**config.mk**
```make
export PLATFORM = sky130hd
export DESIGN_NAME = fpu_share_ctrl
export DESIGN_NICKNAME = d
export VERILOG_FILES = /design/src/rtl/fpu_share_ctrl.sv
export SDC_FILE = /design/constraint.sdc
export NUM_CORES = 1
export LEC_CHECK = 0
export ABC_AREA = 1
export CAP_MARGIN = 20
export CELL_PAD_IN_SITES_DETAIL_PLACEMENT = 0
export CELL_PAD_IN_SITES_GLOBAL_PLACEMENT = 2
export CORE_ASPECT_RATIO = 1.4
export CORE_MARGIN = 5
export CORE_UTILIZATION = 17
export DETAILED_ROUTE_END_ITERATION = 10
export GPL_TIMING_DRIVEN = 0
export PLACE_DENSITY_LB_ADDON = 0.1
export SYNTH_ARGS = -nofsm -noshare
export SYNTH_HDL_FRONTEND = slang
export SYNTH_SLANG_ARGS = --single-unit
```
**constraint.sdc**
```tcl
create_clock -name clk -period 3.8 [get_ports clk]
set_clock_uncertainty 0.2 [all_clocks]
set_input_delay 1.14 -clock clk [delete_from_list [all_inputs] [get_ports clk]]
set_output_delay 1.14 -clock clk [all_outputs]
set_load 0.03 [all_outputs]
```
**src/rtl/fpu_share_ctrl.sv**
```systemverilog
// Shares one fpu between NREQ requesters: round-robin arbitration, act/done
// sequencing with timeout, and idle-driven adder power gating.
module fpu_share_ctrl #(
  parameter int unsigned WIDTH       = 32,
  parameter int unsigned NREQ        = 4,
  parameter int unsigned TIMEOUT     = 64,
  parameter int unsigned IDLE_PD     = 16,
  parameter int unsigned WAKE_CYCLES = 4,
  parameter logic [7:0]  ADD_MASK    = 8'b0000_0011
) (
  input  logic                  clk,
  input  logic                  rstp,
  input  logic [NREQ-1:0]       req_valid,
  output logic [NREQ-1:0]       req_ready,
  input  logic [3*NREQ-1:0]     req_op,
  input  logic [WIDTH*NREQ-1:0] req_a,
  input  logic [WIDTH*NREQ-1:0] req_b,
  input  logic [3*NREQ-1:0]     req_rm,
  output logic [NREQ-1:0]       resp_valid,
  output logic [WIDTH-1:0]      resp_data,
  output logic [5:0]            resp_flags,
  output logic                  resp_err,
  output logic [WIDTH-1:0]      fpu_in1,
  output logic [WIDTH-1:0]      fpu_in2,
  output logic [2:0]            fpu_opcode,
  output logic [2:0]            fpu_round_m,
  output logic                  fpu_act,
  input  logic                  fpu_done,
  input  logic [WIDTH-1:0]      fpu_out,
  input  logic                  fpu_inv,
  input  logic                  fpu_ov,
  input  logic                  fpu_un,
  input  logic                  fpu_eq,
  input  logic                  fpu_great,
  input  logic                  fpu_less,
  output logic                  fpu_enable_add,
  output logic                  fpu_power_off_add,
  output logic                  fpu_retain_add
);

  localparam int unsigned IW = (NREQ > 1) ? $clog2(NREQ) : 1;
  localparam int unsigned TW = (TIMEOUT > 1) ? $clog2(TIMEOUT) : 1;
  localparam int unsigned CW = $clog2(IDLE_PD + 1);
  localparam int unsigned WW = $clog2(WAKE_CYCLES + 1);

  typedef enum logic [2:0] {S_IDLE, S_WAKE, S_ARM, S_RUN, S_RESP} state_t;

  state_t            state;
  logic [IW-1:0]     rr_ptr;
  logic [IW-1:0]     cur;
  logic [IW-1:0]     win;
  logic              found;
  int unsigned       idx;
  logic [2:0]        win_op;
  logic [2:0]        win_rm;
  logic [WIDTH-1:0]  win_a;
  logic [WIDTH-1:0]  win_b;
  logic              win_add;
  logic              cur_add;
  logic              accept;
  logic [TW-1:0]     run_cnt;
  logic [WW-1:0]     wake_cnt;
  logic [CW-1:0]     idle_cnt;
  logic [CW-1:0]     idle_nxt;
  logic              idle_inc;
  logic              pwr_down;

  // First requesting index at or after rr_ptr, wrapping.
  always_comb begin
    found = 1'b0;
    win   = '0;
    idx   = 0;
    for (int unsigned k = 0; k < NREQ; k++) begin
      idx = (32'(rr_ptr) + k) % NREQ;
      if (!found && req_valid[IW'(idx)]) begin
        found = 1'b1;
        win   = IW'(idx);
      end
    end
  end

  assign win_op  = req_op[3*win +: 3];
  assign win_rm  = req_rm[3*win +: 3];
  assign win_a   = req_a[WIDTH*win +: WIDTH];
  assign win_b   = req_b[WIDTH*win +: WIDTH];
  assign win_add = ADD_MASK[win_op];
  assign accept  = (state == S_IDLE) && found;

  always_comb begin
    req_ready = '0;
    if (accept) req_ready[win] = 1'b1;
  end

  // Counter saturates at IDLE_PD; only an accepted adder-class op clears it.
  always_comb begin
    idle_inc = 1'b0;
    case (state)
      S_IDLE:  idle_inc = !(found && win_add);
      S_RESP:  idle_inc = 1'b1;
      default: idle_inc = !cur_add;
    endcase
    if (accept && win_add)
      idle_nxt = '0;
    else if (idle_inc && idle_cnt != CW'(IDLE_PD))
      idle_nxt = idle_cnt + 1'b1;
    else
      idle_nxt = idle_cnt;
    pwr_down = (idle_nxt == CW'(IDLE_PD)) && fpu_enable_add && !accept;
  end

  assign fpu_retain_add = 1'b1;

  always_ff @(posedge clk) begin
    if (!rstp) begin
      state             <= S_IDLE;
      rr_ptr            <= '0;
      cur               <= '0;
      cur_add           <= 1'b0;
      run_cnt           <= '0;
      wake_cnt          <= '0;
      idle_cnt          <= '0;
      resp_valid        <= '0;
      resp_data         <= '0;
      resp_flags        <= '0;
      resp_err          <= 1'b0;
      fpu_in1           <= '0;
      fpu_in2           <= '0;
      fpu_opcode        <= '0;
      fpu_round_m       <= '0;
      fpu_act           <= 1'b0;
      fpu_enable_add    <= 1'b1;
      fpu_power_off_add <= 1'b0;
    end else begin
      resp_valid <= '0;
      idle_cnt   <= idle_nxt;
      if (pwr_down) begin
        fpu_enable_add    <= 1'b0;
        fpu_power_off_add <= 1'b1;
      end
      unique case (state)
        S_IDLE: begin
          if (found) begin
            fpu_in1     <= win_a;
            fpu_in2     <= win_b;
            fpu_opcode  <= win_op;
            fpu_round_m <= win_rm;
            cur         <= win;
            cur_add     <= win_add;
            rr_ptr      <= (win == IW'(NREQ - 1)) ? '0 : win + 1'b1;
            if (win_add && !fpu_enable_add) begin
              fpu_power_off_add <= 1'b0;
              wake_cnt          <= '0;
              state             <= S_WAKE;
            end else begin
              state <= S_ARM;
            end
          end
        end
        S_WAKE: begin
          if (wake_cnt == WW'(WAKE_CYCLES - 1)) begin
            fpu_enable_add <= 1'b1;
            state          <= S_ARM;
          end else begin
            wake_cnt <= wake_cnt + 1'b1;
          end
        end
        S_ARM: begin
          fpu_act <= 1'b1;
          run_cnt <= '0;
          state   <= S_RUN;
        end
        S_RUN: begin
          // A done seen on the first RUN cycle may be left over from a prior op.
          if (run_cnt != '0 && fpu_done) begin
            resp_data       <= fpu_out;
            resp_flags      <= {fpu_inv, fpu_ov, fpu_un, fpu_eq, fpu_great, fpu_less};
            resp_err        <= 1'b0;
            resp_valid[cur] <= 1'b1;
            fpu_act         <= 1'b0;
            state           <= S_RESP;
          end else if (run_cnt == TW'(TIMEOUT - 1)) begin
            resp_data       <= '0;
            resp_flags      <= '0;
            resp_err        <= 1'b1;
            resp_valid[cur] <= 1'b1;
            fpu_act         <= 1'b0;
            state           <= S_RESP;
          end else begin
            run_cnt <= run_cnt + 1'b1;
          end
        end
        S_RESP: state <= S_IDLE;
        default: state <= S_IDLE;
      endcase
    end
  end

endmodule

```
==> impl_metrics.py, run 1 <==
metrics = {
    "run_status": {
        "outcome": "finished with violations",
        "failed_checks": "negative setup slack",
    },
    "yosys": {
        "synth_top_family_by_area": "simple AND/OR/NAND/NOR gates",
        "synth-edff-count": 0,
        "synth-simple-area-share_pct": 25.4,
        "synth_commonest_cells": "nand2_1 (186), nor2_1 (160), dfxtp_1 (138), o21ai_0 (122), inv_1 (104)",
        "ys_top_cells_by_area": "dfxtp_1 (36%), nand2_1 (9.0%), o21ai_0 (7.9%)",
        "ys_ff_latch": 138,
        "yosysWarnings": 0,
        "synth_fa_ha_area_share_pct": 1.61,
        "synth_cell_types": 40,
        "synthXorXnorAreaFrac_pct": 0.339,
        "synth_nets": 1449,
        "syn_area_sq_um": 7750,
        "yosysMostFrequentCell": "nand2_1",
        "synthCells": 1114,
        "yosysTopAreaCellShare_pct": 35.6,
        "synthMuxAreaShare_pct": 4.26,
        "synth_area_per_cell_sq_um": 6.96,
        "synth_compound_area_share_pct": 22.7,
        "synth-async-reset-ratio_pct": 0,
        "synth_top_area_cell": "dfxtp_1",
        "seq_area_frac_synth_pct": 35.6,
        "yosys_most_used_dff": "dfxtp_1",
    },
    "power_and_ir_drop": {
        "peakVddDrop_mv": 0.376,
        "power_leakage_uw": 0.00566,
        "p_per_area_nw_per_um2": 903,
        "power_uw": 12700,
    },
    "clocking": {
        "clock_latency_ns": 0.44,
        "cts_root_buf": "clkbuf_16",
        "tritoncts": "done",
        "hold_buffers": 0,
        "clock_sinks": 138,
        "htree_num_levels": 4,
        "cts_buffers": 17,
        "cts.clk_slew.worst_paths_ns": 0.06,
        "clock_path_buffers": 2,
    },
    "timing": {
        "rsz0062_at_grt": "true",
        "drv_slew": 0,
        "timing.final.ws_setup_ns": -0.0444,
        "fin_crit_ns": 3.84,
        "fin_crit_sh_pct": 101,
        "maxSlewHeadroom_pct": 39.3,
        "tightest_slew_ns": 0.911,
        "fmax_mhz": 260,
        "hold_viol_final": 0,
        "finalSetupViolCount": 4,
    },
    "floorplanning": {
        "fp.dieH_um": 263,
        "pin_count": 446,
        "die_w_um": 191,
        "coreArea_sq_um": 45100,
        "die-area_sq_um": 50000,
        "initial_core_util_pct": 17.2,
        "num_rows": 92,
    },
    "routing": {
        "wl_um": 46000,
        "vias": 9277,
        "dr.pass1.iters": 4,
        "ant_nets": 0,
        "routedWlPerCell_um": 20.7,
        "viasPerCell": 4.18,
        "dr.first_iter.drc_count": 309,
        "drcViolationCount": 0,
    },
    "critical_path": {
        "cp_max_fo": 4,
        "crit_required_ns": 2.46,
        "arrival_ns": 2.50,
        "end_kind": "output port",
        "startpoint_type": "input pin",
        "worstSetupPathType": "input pin to output port",
    },
    "global_routing": {
        "globalRouteMet3Util_pct": 6.55,
        "busiest_layer": "met2",
        "use_met2_pct": 34.0,
        "overflow": 0,
        "antenna_found_initial": 9,
        "grt_use_met1_pct": 18.3,
        "first_global_vias": 9827,
        "grt_max_degree": 17,
        "grt_pass1_wl_um": 66600,
        "grt_usage_pct": 18.1,
    },
    "placed_design": {
        "placed_area_sq_um": 13100,
        "portBuffers": 443,
        "globalplace.congestion": 0.847,
        "dp_hpwl_um": 37100,
        "pre_cts_slack_ns": -1.59,
        "post-place-cells": 2168,
    },
    "finish": {
        "stdcell_area_sq_um": 14100,
        "nets": 1927,
        "final_layout_size_suffix_gt1_share_pct": 11.8,
        "utilization_pct": 31.3,
        "syn_to_final_growth_pct": 81.9,
        "layout.cells.non_filler": 2220,
    },
    "worst_hold_path": {
        "holdCritPathClass": "flop to flop",
    },
    "run": {
        "max-cap-violations": 0,
    },
}
-- kinds of logic (layout without fill, tap and decap cells) --
| family | after synthesis | after routing |
|---|---|---|
| other | 1 | 6 |
| AOI/OAI and AO/OA | 289 | 289 |
| xor gates and xnor gates | 3 | 3 |
| and+or+nand+nor | 447 | 447 |
| DFF | 138 | 138 |
| muxes | 33 | 33 |
| buffers and inverters | 193 | 683 |
| adders and majority gates | 10 | 10 |
-- critical path, stage by stage --
cell and delay [ns]:
buf_6 0.10, inv_2 0.06, nand2_4 0.06, nand3_4 0.09
nand2_4 0.08, nor2_8 0.16, nand3_4 0.10, nand3_4 0.09
nand2_8 0.07, buf_6 0.13, clkinv_8 0.05, ha_4 0.12
inv_2 0.04, nor2_4 0.07, buf_6 0.14
-- path summary, 6_finish.rpt --
| path | start | to | slack (ns) | depth (start not counted) |
|---|---|---|---|---|
| max reg2reg | rr_ptr[1] | fpu_in2[2] | 0.22 | 16 |
| max | req_valid[0] | req_ready[2] | -0.04 | 15 |
| min reg2reg | resp_flags[1] | resp_flags[1] | 0.26 | 2 |
| min | resp_flags[1] | resp_flags[1] | 0.26 | 2 |
-- where the power goes --
part	internal, uW	switching, uW	leakage [uW]
Combinational	3210	5680	0.00422
Sequential	1820	208	0.00113
Clock	1100	722	0.000306
-- area by class of cell --
| type | instances | area [sq um] |
|---|---|---|
| antenna | 5 | 12.5 |
| clock buffer | 21 | 480 |
| inverter | 114 | 460 |
| fill | 4960 | 31000 |
| timing repair buffer | 465 | 4660 |
| sequential | 138 | 2760 |
| clock inverter | 10 | 139 |
| tap | 611 | 764 |
| multi-input combinational | 783 | 4480 |
| buffer | 73 | 354 |
-- state kept, by name, indices dropped and copies added, names as in the netlist --
name,count
fpu_act,1
rr_ptr,2
cur,2
state,3
resp_data,32
idle_cnt,5
fpu_enable_add,1
resp_err,1
fpu_round_m,3
fpu_in2,32
resp_flags,6
resp_valid,4
fpu_power_off_add,1
fpu_in1,32
wake_cnt,3
fpu_opcode,3
cur_add,1
run_cnt,6
-- cells in the final DEF (no fill, tap or decap), types with 3 or more instances in the layout --
cell type / netlist / routed
nor3_1: 9 / 9
o21ai_1: 9 / 9
buf_12: 0 / 4
a21oi_1: 51 / 51
nand3_2: 6 / 4
clkbuf_8: 0 / 4
clkbuf_1: 53 / 50
inv_2: 6 / 13
o21ai_0: 122 / 121
dfxtp_1: 138 / 138
clkbuf_16: 0 / 17
nor2_4: 0 / 5
o211ai_1: 70 / 70
nand2_2: 9 / 17
inv_1: 104 / 94
nor2_1: 160 / 155
buf_1: 7 / 7
nand2_4: 2 / 9
nand3_1: 25 / 21
buf_4: 2 / 20
buf_2: 15 / 10
o221ai_1: 29 / 29
mux2i_1: 33 / 33
clkdlybuf4s50_1: 0 / 435
or2_2: 39 / 39
bufinv_16: 0 / 3
nand3_4: 3 / 9
ha_1: 10 / 6
clkinv_2: 0 / 3
diode_2: 0 / 5
buf_6: 2 / 9
ha_4: 0 / 4
nand4_1: 6 / 6
nand2_1: 186 / 169
-- per-stage QoR --
step	hold slack (ns)	setup TNS, ns
after detailed placement	0.252	-35.23
after floorplan	0.226	0
after global routing	0.274	-0.454
after CTS	0.262	-0.709
after global placement	0.248	-30.92
final	0.259	-0.108
-- per-layer routing --
| metal | up-vias | wire length (um) |
|---|---|---|
| li1 | 4675 | - |
| met1 | 4221 | 16500 |
| met2 | 325 | 24600 |
| met3 | 48 | 3760 |
| met4 | 8 | 1010 |
| met5 | - | 48 |
-- repair_timing --
item / in CTS / in global routing
setup endpoints to repair: 35 / 6
cloned: 1 / 0
setup buffers: 17 / 4
pin swaps: 14 / 20
resized for setup: 81 / 30
endpoints found under the hold margin: 0 / 0
Note: power is estimated with default switching activity, not from simulation.
==> inputs of run 2 (changes only) <==
Settings changed: ABC_AREA 1 to 0, CORE_ASPECT_RATIO 1.4 to unset, CORE_UTILIZATION 17 to 19.
==> run 2 against run 1 <==
  * The flow now finishes without violations
  * Final cell count down 18%
  * Via count down 17%
  * Critical path depth down 6
  * Critical path type unchanged
  * Largest cell class unchanged
  * Largest power group unchanged
==> impl_metrics.py, run 2 <==
metrics = {
    "critical_path": {
        "end_kind": "output port",
        "worstSetupPathType": "input pin to output port",
        "startpoint_type": "input pin",
        "arrival_ns": 2.39,
        "cp_max_fo": 4,
        "crit_required_ns": 2.46,
    },
    "run": {
        "max-cap-violations": 0,
    },
    "yosys": {
        "yosysMostFrequentCell": "mux2i_1",
        "synth_top_area_cell": "dfxtp_1",
        "synthCells": 800,
        "synth_commonest_cells": "mux2i_1 (141), dfxtp_1 (138), nand3_1 (76), mux2_2 (72), o21ai_1 (72)",
        "synth_cell_types": 62,
        "ys_top_cells_by_area": "dfxtp_1 (36%), mux2i_1 (18%), mux2_2 (11%)",
        "syn_area_sq_um": 7680,
        "yosys_most_used_dff": "dfxtp_1",
        "seq_area_frac_synth_pct": 36.0,
        "yosysTopAreaCellShare_pct": 36.0,
        "synth-edff-count": 0,
        "synth-async-reset-ratio_pct": 0,
        "yosysWarnings": 0,
        "synth_area_per_cell_sq_um": 9.60,
        "synth_nets": 1135,
        "ys_ff_latch": 138,
    },
    "worst_hold_path": {
        "holdCritPathClass": "flop to flop",
    },
    "power_and_ir_drop": {
        "p_per_area_nw_per_um2": 410,
        "peakVddDrop_mv": 0.210,
        "power_uw": 5620,
        "power_leakage_uw": 0.00508,
    },
    "routing": {
        "dr.pass1.iters": 4,
        "routedWlPerCell_um": 20.9,
        "drcViolationCount": 0,
        "dr.first_iter.drc_count": 235,
        "viasPerCell": 4.25,
        "vias": 7713,
        "ant_nets": 0,
        "wl_um": 37900,
    },
    "floorplanning": {
        "pin_count": 446,
        "initial_core_util_pct": 19.3,
        "die_w_um": 211,
        "die-area_sq_um": 44500,
        "coreArea_sq_um": 39800,
        "fp.dieH_um": 211,
        "num_rows": 73,
    },
    "global_routing": {
        "antenna_found_initial": 9,
        "grt_usage_pct": 16.5,
        "busiest_layer": "met2",
        "overflow": 0,
        "use_met2_pct": 29.5,
        "grt_pass1_wl_um": 54400,
        "globalRouteMet3Util_pct": 6.22,
        "grt_use_met1_pct": 18.4,
        "first_global_vias": 8325,
        "grt_max_degree": 17,
    },
    "timing": {
        "fmax_mhz": 268,
        "maxSlewHeadroom_pct": 43.5,
        "whs_ns": 0.254,
        "fin_setup_tns_ns": 0,
        "fin_crit_ns": 3.73,
        "drv_slew": 0,
        "rsz0062_at_grt": "false",
        "finalSetupViolCount": 0,
        "hold_viol_final": 0,
        "tightest_slew_ns": 0.848,
        "fin_crit_sh_pct": 98.2,
    },
    "finish": {
        "reg_top3": "fpu_in1 (32), fpu_in2 (32), resp_data (32)",
        "syn_to_final_growth_pct": 78.4,
        "multi_input_area_sq_um": 4490,
        "final_cell_mix": "clkdlybuf4s50_1 (435), mux2i_1 (140), dfxtp_1 (138)",
        "seqCellArea_sq_um": 2760,
        "fill_cells": 4237,
        "final_layout_size_suffix_gt1_share_pct": 14.4,
        "final_common_cell": "clkdlybuf4s50_1",
        "nets": 1610,
    },
    "clocking": {
        "htree_num_levels": 4,
        "clock_sinks": 138,
        "tritoncts": "done",
        "cts_root_buf": "clkbuf_16",
        "cts_buffers": 17,
        "clock_path_buffers": 2,
        "clock_latency_ns": 0.44,
        "cts.clk_slew.worst_paths_ns": 0.06,
    },
    "placed_design": {
        "globalplace.congestion": 0.746,
        "dp_hpwl_um": 30000,
        "portBuffers": 443,
    },
    "run_status": {
        "outcome": "finished, final reports clean",
    },
}
run 2: critical path: stages:
cell and delay, ns:
buf_6 0.11, and2_4 0.17, and2_4 0.15, nor3_4 0.20, buf_12 0.16, inv_4 0.05, ha_4 0.14, and2_4 0.13
buf_8 0.13
run 2: stage by stage:
stage	worst slack, ns	std cells	util [%]	area, sq um
3_5_place_dp	-1.63	1768	32.1	12800
4_1_cts	0.00000799	1810	34.1	13600
2_1_floorplan	0.0148	800	-	7680
5_1_grt	0.00800	1815	34.4	13700
3_3_place_gp	-1.60	1768	32.1	12800
6_report	0.0702	1815	34.4	13700
run 2: path summary, 6_finish.rpt:
check / startpoint / end / slack [ns] / cells after the start
setup / recovery: req_valid[0] / req_ready[0] / 0.07 / 9
hold / removal: fpu_in1[8] / fpu_in1[8] / 0.25 / 2
setup reg to reg: rr_ptr[1] / fpu_in2[24] / 1.30 / 8
hold reg to reg: fpu_in1[8] / fpu_in1[8] / 0.25 / 2
run 2: layer usage:
metal | part of all wire [%] | routed length (um)
met1 | 39 | 14900
met5 | 0.18 | 67
met4 | 1.7 | 630
met2 | 52 | 19500
met3 | 7.3 | 2750
run 2: repair_timing:
action / in CTS / in global routing
gates resized for setup: 68 / 18
endpoints found under the setup margin: 4 / 4
cloned: 1 / 0
pin swaps: 5 / 4
setup buffers: 11 / 3
hold buffers: 0 / 0
run 2: logic make-up after synthesis:
kind of cell	count (synthesis)	share of synthesized area, %
AOI/OAI and AO/OA	150	12.2
xor gates and xnor gates	9	1.03
adders and majority gates	10	1.63
buffers and inverters	80	7.02
DFF	138	36.0
muxes	213	28.9
other	1	0.0488
and+or+nand+nor	199	13.1
run 2: layout make-up:
cell class                      instances  share of cell area [%]
Timing Repair Buffer                  458                    33.5
Multi-Input combinational cell        582                    32.8
Sequential cell                       138                    20.2
Tap cell                              525                    4.80
Buffer                                 65                    3.47
Clock buffer                           19                    3.31
Clock inverter                         13                    1.56
Inverter                               13                   0.411
Antenna cell                            2                  0.0365
run 2: power by group:
part,total (uW),leakage [uW],internal [uW],switching (uW)
Sequential,1660,0.00112,1580,78.9
Clock,1930,0.000321,1210,723
Combinational,2040,0.00364,1050,984
==> inputs of run 3 (changes only) <==
Settings changed: ABC_AREA 0 to unset.
==> results of run 3 <==
The final DEF is identical to that of run 2; final timing and power are the same.
